==> config.mk <==
export PLATFORM = sky130hd
export DESIGN_NAME = tx_arbiter
export DESIGN_NICKNAME = d
export VERILOG_FILES = /design/src/rtl/acsp_pkg.sv /design/src/rtl/tx_start_timer.sv /design/src/rtl/tx_arbiter.sv
export SDC_FILE = /design/constraint.sdc
export NUM_CORES = 1
export LEC_CHECK = 0
export CORE_UTILIZATION = 44
export CTS_BUF_LIST = sky130_fd_sc_hd__clkbuf_8 sky130_fd_sc_hd__clkbuf_16
export DETAILED_ROUTE_END_ITERATION = 10
export GPL_ROUTABILITY_DRIVEN = 0
export GPL_TIMING_DRIVEN = 0
export PLACE_DENSITY = 0.77
export SLEW_MARGIN = 20
export SYNTH_ARGS = -nofsm -noshare
export SYNTH_HDL_FRONTEND = slang
export SYNTH_SLANG_ARGS = --single-unit
==> constraint.sdc <==
create_clock -name clock -period 2.3 [get_ports clock]
set_clock_uncertainty 0.2 [all_clocks]
set_input_delay 0.46 -clock clock [delete_from_list [all_inputs] [get_ports clock]]
set_output_delay 0.46 -clock clock [all_outputs]
set_load 0.03 [all_outputs]
==> src/rtl/acsp_pkg.sv <==
// Shared definitions for the acquisition-side transmit path.
//   tx_arb_state_t : arbiter FSM states
//   OWN_*          : encodings of the tx_arbiter owner output
//   BYTE_WIDTH     : default width of every byte path
package acsp_pkg;

  localparam int BYTE_WIDTH = 8;

  typedef enum logic [2:0] {
    ST_IDLE,
    ST_ACCEPT,
    ST_LAUNCH,
    ST_WAIT_START,
    ST_WAIT_DONE
  } tx_arb_state_t;

  localparam logic [1:0] OWN_NONE = 2'b00;
  localparam logic [1:0] OWN_META = 2'b01;
  localparam logic [1:0] OWN_SAMP = 2'b10;

endpackage

==> src/rtl/tx_start_timer.sv <==
// Loadable down-counter with zero flag, used to bound the wait between the
// UART start pulse and the rise of tx_busy.
//   clock, reset_n : system clock, asynchronous active-low reset
//   load, load_val : load the counter (has priority over dec)
//   dec            : decrement by one; saturates at zero
//   zero           : counter is zero
module tx_start_timer #(
  parameter int WIDTH = 5
) (
  input  logic             clock,
  input  logic             reset_n,
  input  logic             load,
  input  logic [WIDTH-1:0] load_val,
  input  logic             dec,
  output logic             zero
);

  logic [WIDTH-1:0] count;

  always_ff @(posedge clock or negedge reset_n) begin
    if (!reset_n) begin
      count <= '0;
    end else if (load) begin
      count <= load_val;
    end else if (dec && (count != '0)) begin
      count <= count - WIDTH'(1);
    end
  end

  assign zero = (count == '0);

endmodule

==> src/rtl/tx_arbiter.sv <==
// Arbitrates two byte requesters (metadata, sample readout) onto one UART.
// Metadata has fixed priority at grant time; once granted, a requester keeps
// the UART for its whole burst (until last, abort or start timeout).
//   clock, reset_n               : system clock, asynchronous active-low reset
//   meta_req/byte/last, meta_ack : metadata requester handshake
//   samp_req/byte/last, samp_ack : sample-readout requester handshake
//   abort                        : release the grant after the byte in flight
//   tx_busy                      : UART busy
//   trans_en, data_out           : UART start pulse and registered byte
//   owner                        : 00 none, 01 meta, 10 sample
//   byte_count                   : bytes completed in the current burst
//   timeout_err                  : pulse when tx_busy failed to rise in time
module tx_arbiter
  import acsp_pkg::*;
#(
  parameter int BYTE_WIDTH    = acsp_pkg::BYTE_WIDTH,
  parameter int START_TIMEOUT = 16
) (
  input  logic                  clock,
  input  logic                  reset_n,
  input  logic                  meta_req,
  input  logic [BYTE_WIDTH-1:0] meta_byte,
  input  logic                  meta_last,
  output logic                  meta_ack,
  input  logic                  samp_req,
  input  logic [BYTE_WIDTH-1:0] samp_byte,
  input  logic                  samp_last,
  output logic                  samp_ack,
  input  logic                  abort,
  input  logic                  tx_busy,
  output logic                  trans_en,
  output logic [BYTE_WIDTH-1:0] data_out,
  output logic [1:0]            owner,
  output logic [15:0]           byte_count,
  output logic                  timeout_err
);

  localparam int TW = $clog2(START_TIMEOUT + 2);
  localparam logic [TW-1:0] TIMEOUT_LOAD = TW'(START_TIMEOUT);

  tx_arb_state_t state;
  logic hold_q;       // byte done, waiting in WAIT_DONE for owner req to return
  logic new_burst_q;  // current ACCEPT is the first of a burst
  logic last_q;
  logic abort_q;

  logic                  own_req;
  logic [BYTE_WIDTH-1:0] own_byte;
  logic                  own_last;
  logic                  abort_seen;
  logic                  timer_load;
  logic                  timer_dec;
  logic                  timer_zero;

  always_comb begin
    own_req  = 1'b0;
    own_byte = '0;
    own_last = 1'b0;
    case (owner)
      OWN_META: begin
        own_req  = meta_req;
        own_byte = meta_byte;
        own_last = meta_last;
      end
      OWN_SAMP: begin
        own_req  = samp_req;
        own_byte = samp_byte;
        own_last = samp_last;
      end
      default: ;
    endcase
  end

  assign abort_seen = abort_q | abort;
  assign timer_load = (state == ST_LAUNCH);
  assign timer_dec  = (state == ST_WAIT_START) && !tx_busy;

  tx_start_timer #(.WIDTH(TW)) u_start_timer (
    .clock    (clock),
    .reset_n  (reset_n),
    .load     (timer_load),
    .load_val (TIMEOUT_LOAD),
    .dec      (timer_dec),
    .zero     (timer_zero)
  );

  // Release paths assign owner/state/flags later in the block than the sticky
  // abort capture, so the release always wins on the same edge.
  always_ff @(posedge clock or negedge reset_n) begin
    if (!reset_n) begin
      state       <= ST_IDLE;
      owner       <= OWN_NONE;
      meta_ack    <= 1'b0;
      samp_ack    <= 1'b0;
      trans_en    <= 1'b0;
      timeout_err <= 1'b0;
      data_out    <= '0;
      byte_count  <= '0;
      hold_q      <= 1'b0;
      new_burst_q <= 1'b0;
      last_q      <= 1'b0;
      abort_q     <= 1'b0;
    end else begin
      meta_ack    <= 1'b0;
      samp_ack    <= 1'b0;
      trans_en    <= 1'b0;
      timeout_err <= 1'b0;
      if ((state != ST_IDLE) && abort) abort_q <= 1'b1;

      case (state)
        ST_IDLE: begin
          abort_q <= 1'b0;
          hold_q  <= 1'b0;
          if (meta_req) begin
            owner       <= OWN_META;
            new_burst_q <= 1'b1;
            state       <= ST_ACCEPT;
          end else if (samp_req) begin
            owner       <= OWN_SAMP;
            new_burst_q <= 1'b1;
            state       <= ST_ACCEPT;
          end else begin
            owner <= OWN_NONE;
          end
        end

        ST_ACCEPT: begin
          if (own_req) begin
            data_out    <= own_byte;
            last_q      <= own_last;
            meta_ack    <= (owner == OWN_META);
            samp_ack    <= (owner == OWN_SAMP);
            if (new_burst_q) byte_count <= '0;
            new_burst_q <= 1'b0;
            state       <= ST_LAUNCH;
          end else if (new_burst_q || abort_seen) begin
            // Requester withdrew before its ack: undo the grant.
            owner       <= OWN_NONE;
            new_burst_q <= 1'b0;
            abort_q     <= 1'b0;
            last_q      <= 1'b0;
            state       <= ST_IDLE;
          end else begin
            hold_q <= 1'b1;
            state  <= ST_WAIT_DONE;
          end
        end

        ST_LAUNCH: begin
          trans_en <= 1'b1;
          state    <= ST_WAIT_START;
        end

        ST_WAIT_START: begin
          if (tx_busy) begin
            state <= ST_WAIT_DONE;
          end else if (timer_zero) begin
            timeout_err <= 1'b1;
            owner       <= OWN_NONE;
            abort_q     <= 1'b0;
            last_q      <= 1'b0;
            state       <= ST_IDLE;
          end
        end

        ST_WAIT_DONE: begin
          if (hold_q) begin
            if (abort_seen) begin
              owner   <= OWN_NONE;
              abort_q <= 1'b0;
              hold_q  <= 1'b0;
              last_q  <= 1'b0;
              state   <= ST_IDLE;
            end else if (own_req) begin
              hold_q <= 1'b0;
              state  <= ST_ACCEPT;
            end
          end else if (!tx_busy) begin
            byte_count <= byte_count + 16'd1;
            if (last_q || abort_seen) begin
              owner   <= OWN_NONE;
              abort_q <= 1'b0;
              last_q  <= 1'b0;
              state   <= ST_IDLE;
            end else if (own_req) begin
              state <= ST_ACCEPT;
            end else begin
              hold_q <= 1'b1;
            end
          end
        end

        default: state <= ST_IDLE;
      endcase
    end
  end

endmodule
After elaboration in Yosys (flattened, before gate mapping)
Index checks and enable logic that the tools add are counted.
{"block": "totals", "input_bits": 24, "out_inout_bits": 30, "register_bits": 42, "elab_cells": 132}
{"block": "classes", "mux": 72, "n_addsub": 2, "n_reduce_logical": 23, "n_bitwise": 1, "eq_ne": 21}
{"operator": "$mux W16", "n": 4}
{"operator": "$mux W1", "n": 35}
{"operator": "$mux W3", "n": 11}
{"operator": "$pmux W16 S2", "n": 1}
{"operator": "$mux W2", "n": 10}
{"operator": "$ne A2 B2 Y1 const B", "n": 9}
{"operator": "$ne A3 B3 Y1 const B", "n": 6}
{"operator": "$add A16 B1 Y16 const B", "n": 1}
{"operator": "$pmux W8 S2", "n": 1}
{"operator": "$pmux W3 S5", "n": 1}
{"operator": "$mux W5", "n": 2}
{"operator": "$reduce_and A3 Y1", "n": 3}
{"operator": "$reduce_bool A3 Y1", "n": 3}
{"operator": "$pmux W2 S4", "n": 1}
{"operator": "$reduce_and A8 Y1", "n": 1}
{"operator": "$reduce_and A7 Y1", "n": 1}
{"operator": "$eq A3 B2 Y1 const B", "n": 2}
{"operator": "$pmux W1 S2", "n": 3}
{"operator": "$pmux W1 S3", "n": 2}
{"operator": "$reduce_bool A2 Y1", "n": 3}
{"operator": "$logic_not A5 Y1", "n": 1}
{"operator": "$reduce_and A5 Y1", "n": 1}
{"operator": "$reduce_bool A5 Y1", "n": 1}
{"operator": "$sub A5 B1 Y5 const B", "n": 1}
{"operator": "other kinds (12)", "n": 15}

Longest topological paths before layout
{"block": "logic_depth", "depth_word": 7, "ltp_mapped": 8, "ltp_nobuf": 7}

Hierarchy
Synthesis repeated with hierarchy kept, for this count alone.
{"block": "hier_totals", "hier_cells": 247, "hier_area_um2": 2356.0}
{"mod": "tx_arbiter", "cells_each": 215, "area_each_um2": 2055.7, "seq_area_each_um2": 925.9, "instances": 1}
{"mod": "tx_start_timer", "cells_each": 32, "area_each_um2": 300.3, "seq_area_each_um2": 125.1, "instances": 1}

Worst setup path after synthesis
Ideal clock, no wire load.
{"block": "synth_path", "path_type": "register to register", "startpoint": "register owner[0]", "endpoint": "register byte_count[13]", "t_arrival_ns": 2.073, "setup_time_ns": 0.078, "n_path_buf": 1, "required_ns": 2.022, "path_slack_ns": -0.051, "stages_incl_launch_ff": 8, "period_less_slack_ns": 2.351, "cell_sequence": "dfrtp_1 inv_1 ha_1 o31ai_4 o21ai_2 buf_6 or3_1 a21oi_1"}
{"block": "synth_between", "elab_chain_len": 4, "word_cells_on_any_way": 5, "classes_between": "eq/ne: 3; mux: 1; reduce/logical: 1"}
{"element": "start: declaration", "line": "tx_arbiter.sv:33", "source": "output logic [1:0] owner,"}
{"element": "start signal: assignment", "line": "tx_arbiter.sv:92", "source": "owner <= OWN_NONE;"}
{"element": "start signal: assignment", "line": "tx_arbiter.sv:115", "source": "owner <= OWN_META;"}
{"element": "start signal: assignment", "line": "tx_arbiter.sv:119", "source": "owner <= OWN_SAMP;"}
{"element": "$eq A2 B2 Y1 / $eq A2 B1 Y1 (equally long branches)", "line": "tx_arbiter.sv:59", "source": "case (owner)"}
{"element": "$pmux W1 S2 (*)", "line": "tx_arbiter.sv:59"}
{"element": "$ne A2 B2 Y1 (no line) (*)"}
{"element": "$reduce_and A5 Y1 (no line) (*)"}
{"element": "end signal: assignment", "line": "tx_arbiter.sv:179", "source": "byte_count <= byte_count + 16'd1;"}
{"element": "end: declaration", "line": "tx_arbiter.sv:34", "source": "output logic [15:0] byte_count,"}
Mark *: on every way between the ends. The rest lies on a longest branch, timed or not.
A chain may end at the register's enable or synchronous reset.

Final worst setup path
{"block": "layout_path", "startpoint": "input tx_busy", "endpoint": "register byte_count[8]"}
{"block": "layout_between", "elab_chain_len": 2}
{"element": "start: declaration", "line": "tx_arbiter.sv:30", "source": "input logic tx_busy,"}
{"element": "$ne A2 B2 Y1 (no line)"}
{"element": "$reduce_and A5 Y1 (no line)"}
Every way passes these cells.

==> impl_metrics.py <==
metrics = {
    "pwr": {
        "vdd_ir_drop_max_v": 0.000616,
        "p_sw_frac": 0.420,
        "p_sw_mw": 1.42,
        "combPwrFrac": 0.514,
        "p_int_mw": 1.97,
        "p_leak_nw": 1.29,
        "p_per_area_nw_per_um2": 1090,
        "power.share.clock": 0.151,
        "p_seq_frac": 0.334,
    },
    "detailed_routing": {
        "wl_per_cell_um": 14.2,
        "drt_iter0_markers": 96,
        "num_vias": 2056,
        "drtPass1Iterations": 4,
        "drtAntennaViolNets": 0,
        "drc": 0,
        "viasPerCell": 5.54,
        "finalWirelength_um": 5280,
    },
    "yosys": {
        "yosysWarnings": 0,
        "ys_seq_area_frac": 0.474,
        "syn_avg_cell_area_um2": 9.56,
        "async_flop_share": 1.00,
        "syn_inst": 232,
        "syn-num-nets": 261,
        "synth_area_um2": 2220,
        "synth_edf_count": 0,
        "synth_seq_cells": 42,
        "synth_flop_cell": "dfrtp_1",
        "synthDistinctLibCells": 49,
    },
    "clock_tree": {
        "cts_buffer_depth": 2,
        "cts_buffers": 5,
        "clkTransAtPathRegs_ns": 0.08,
        "cts_tree": "yes",
        "htreeDepth": 2,
        "cts.sinks": 42,
        "clock-root-buffer": "clkbuf_8",
        "worstSkewPairLatency_ns": 0.31,
    },
    "cells_and_area": {
        "drive_above_1_share": 0.141,
        "num_antenna_cells": 0,
        "final_common_cell": "clkdlybuf4s50_1",
        "nNetsFinal": 332,
        "final_area_um2": 3100,
        "fillCellCount": 407,
        "layout_common_cells": "clkdlybuf4s50_1 (50), dfrtp_1 (41), nor2_1 (37)",
        "area_delta_synth_final_pct": 39.8,
    },
    "worst_setup_path": {
        "setup.worst_path.class": "input port to flip-flop",
        "crit_fanout": 7,
        "arrival_ns": 2.26,
        "reg2reg_depth": 6,
        "crit_required_ns": 2.34,
        "cp-start-kind": "input port",
        "endpoint_kind": "flip-flop",
    },
    "grt": {
        "grt_overflow": 0,
        "grt_pass1_wl_um": 8740,
        "grt_pass1_vias": 1900,
        "grt_usage": 0.215,
        "grt_max_degree": 23,
        "antenna_found_initial": 0,
    },
    "job": {
        "drv_cap": 0,
    },
    "place": {
        "dp_hpwl_um": 3690,
        "port_buffers": 53,
        "dpl_cell_area_um2": 2860,
    },
    "timing": {
        "fin_hold_ws_ns": 0.313,
        "tightestPinTransition_ns": 0.717,
        "min_period_over_period": 0.966,
        "finalHoldViolCount": 0,
        "max_freq_mhz": 450,
        "drv_slew": 0,
        "finalCriticalPeriod_ns": 2.22,
        "setup_viol": 0,
        "slew_headroom": 0.521,
    },
    "status": {
        "status": "finished, final reports clean",
    },
    "floorplanning": {
        "die_h_um": 73.0,
        "fp.coreArea_um2": 4790,
        "start_util": 0.464,
        "dieArea_um2": 5330,
        "rows": 25,
        "die_w_um": 73.0,
        "ios": 54,
    },
    "worst_hold_path": {
        "hp-class": "input port to flip-flop",
        "hold-path-cell-count": 3,
    },
}
-- through the flow --
stage | worst slack (ns) | utilization | setup TNS (ns) | total power, mW | cells
2_1_floorplan | 0.0238 | - | 0 | 2.17 | 232
3_3_place_gp | -0.691 | 0.592 | -33.71 | 2.66 | 352
3_5_place_dp | -0.582 | 0.597 | -12.07 | 2.70 | 353
6_report | 0.0785 | 0.648 | 0 | 3.39 | 371
5_1_grt | -0.0121 | 0.648 | -0.0122 | 3.60 | 371
4_1_cts | 0.0178 | 0.635 | 0 | 3.31 | 370
-- power by group through the flow --
stage	logic [mW]	clock network (mW)	registers, mW
after floorplan	0.815	0	1.36
after global placement	1.53	0	1.13
after detailed placement	1.56	0	1.14
after CTS	1.66	0.520	1.13
after global routing	1.89	0.548	1.16
final	1.74	0.513	1.13
-- path summary, 6_finish.rpt --
| kind | start | to | slack, ns |
|---|---|---|---|
| max | tx_busy | byte_count[8]$_DFFE_PN0P_ | 0.08 |
| min | meta_req | owner[0]$_DFFE_PN0P_ | 0.31 |
| max reg2reg | state[2]$_DFFE_PN0P_ | byte_count[8]$_DFFE_PN0P_ | 0.10 |
| min reg2reg | data_out[2]$_DFFE_PN0P_ | data_out[2]$_DFFE_PN0P_ | 0.31 |
| max in group asynchronous | reset_n | byte_count[8]$_DFFE_PN0P_ | 0.96 |
| min in group asynchronous | reset_n | data_out[2]$_DFFE_PN0P_ | 0.45 |
-- synth_stat cells, drive strengths merged, types with 2 or more instances --
library cell,instances,area share
nor3b,2,0.0068
or3b,2,0.0090
nand4,2,0.0056
nand3b,2,0.0068
and2,3,0.0085
buf,3,0.012
o31ai,4,0.020
clkbuf,8,0.014
dfrtp,42,0.47
o221ai,2,0.0079
ha,5,0.028
xor2,6,0.024
xnor2,2,0.0079
or3,9,0.025
a21oi,14,0.032
o21a,3,0.010
inv,9,0.015
nand3,6,0.014
o2111ai,3,0.012
nor2,37,0.063
nor3,6,0.014
a221oi,8,0.032
mux2i,2,0.0090
nand2,12,0.020
or4,6,0.020
o211ai,2,0.013
nand2b,3,0.0085
a22oi,2,0.0068
o21ai,12,0.029
-- flip-flops by register name (all words and copies together), names as in the netlist --
signal and flops:
abort_q 1, byte_count 16, data_out 8, hold_q 1, last_q 1, meta_ack 1, new_burst_q 1, owner 2
samp_ack 1, state 3, timeout_err 1, trans_en 1, u_start_timer.count 5
-- critical path, cell delays in order --
cell,delay (ns)
clkdlybuf4s50_1,0.64
nor2_1,0.10
o22a_4,0.24
o21a_2,0.25
or4_1,0.50
nand2_1,0.08
-- timing repair --
action | in CTS | in global routing
pin swaps | 7 | 4
resized for setup | 6 | 17
endpoints found under the hold margin | 20 | 0
hold buffers | 1 | 0
setup buffers | 8 | 2
setup endpoints to repair | 14 | 27
-- layer usage --
metal	GRT usage	vias to the layer above	part of all wire
li1	-	985	-
met1	0.274	999	0.44
met2	0.347	61	0.50
met3	0.0635	11	0.051
met4	0.0719	0	0.018
met5	0	-	0
-- kinds of logic after synthesis --
family	after synthesis	share of synthesized area
adders and majority gates	5	0.0282
xor gates and xnor gates	8	0.0316
buffers and inverters	20	0.0406
DFF	42	0.474
and+or+nand+nor	97	0.224
AOI/OAI and AO/OA	57	0.188
muxes	3	0.0141
-- layout make-up --
cell class	count	area [um^2]	share of cell area
well taps	67	83.8	0.0270
plain buffers	10	50.0	0.0161
clock buffers	6	82.6	0.0266
clock inverters	2	12.5	0.00404
multi-input cells	170	1130	0.366
repair buffers	65	651	0.210
inverters	9	33.8	0.0109
flip-flops and latches	42	1050	0.339
(Power assumes the default switching activity.)
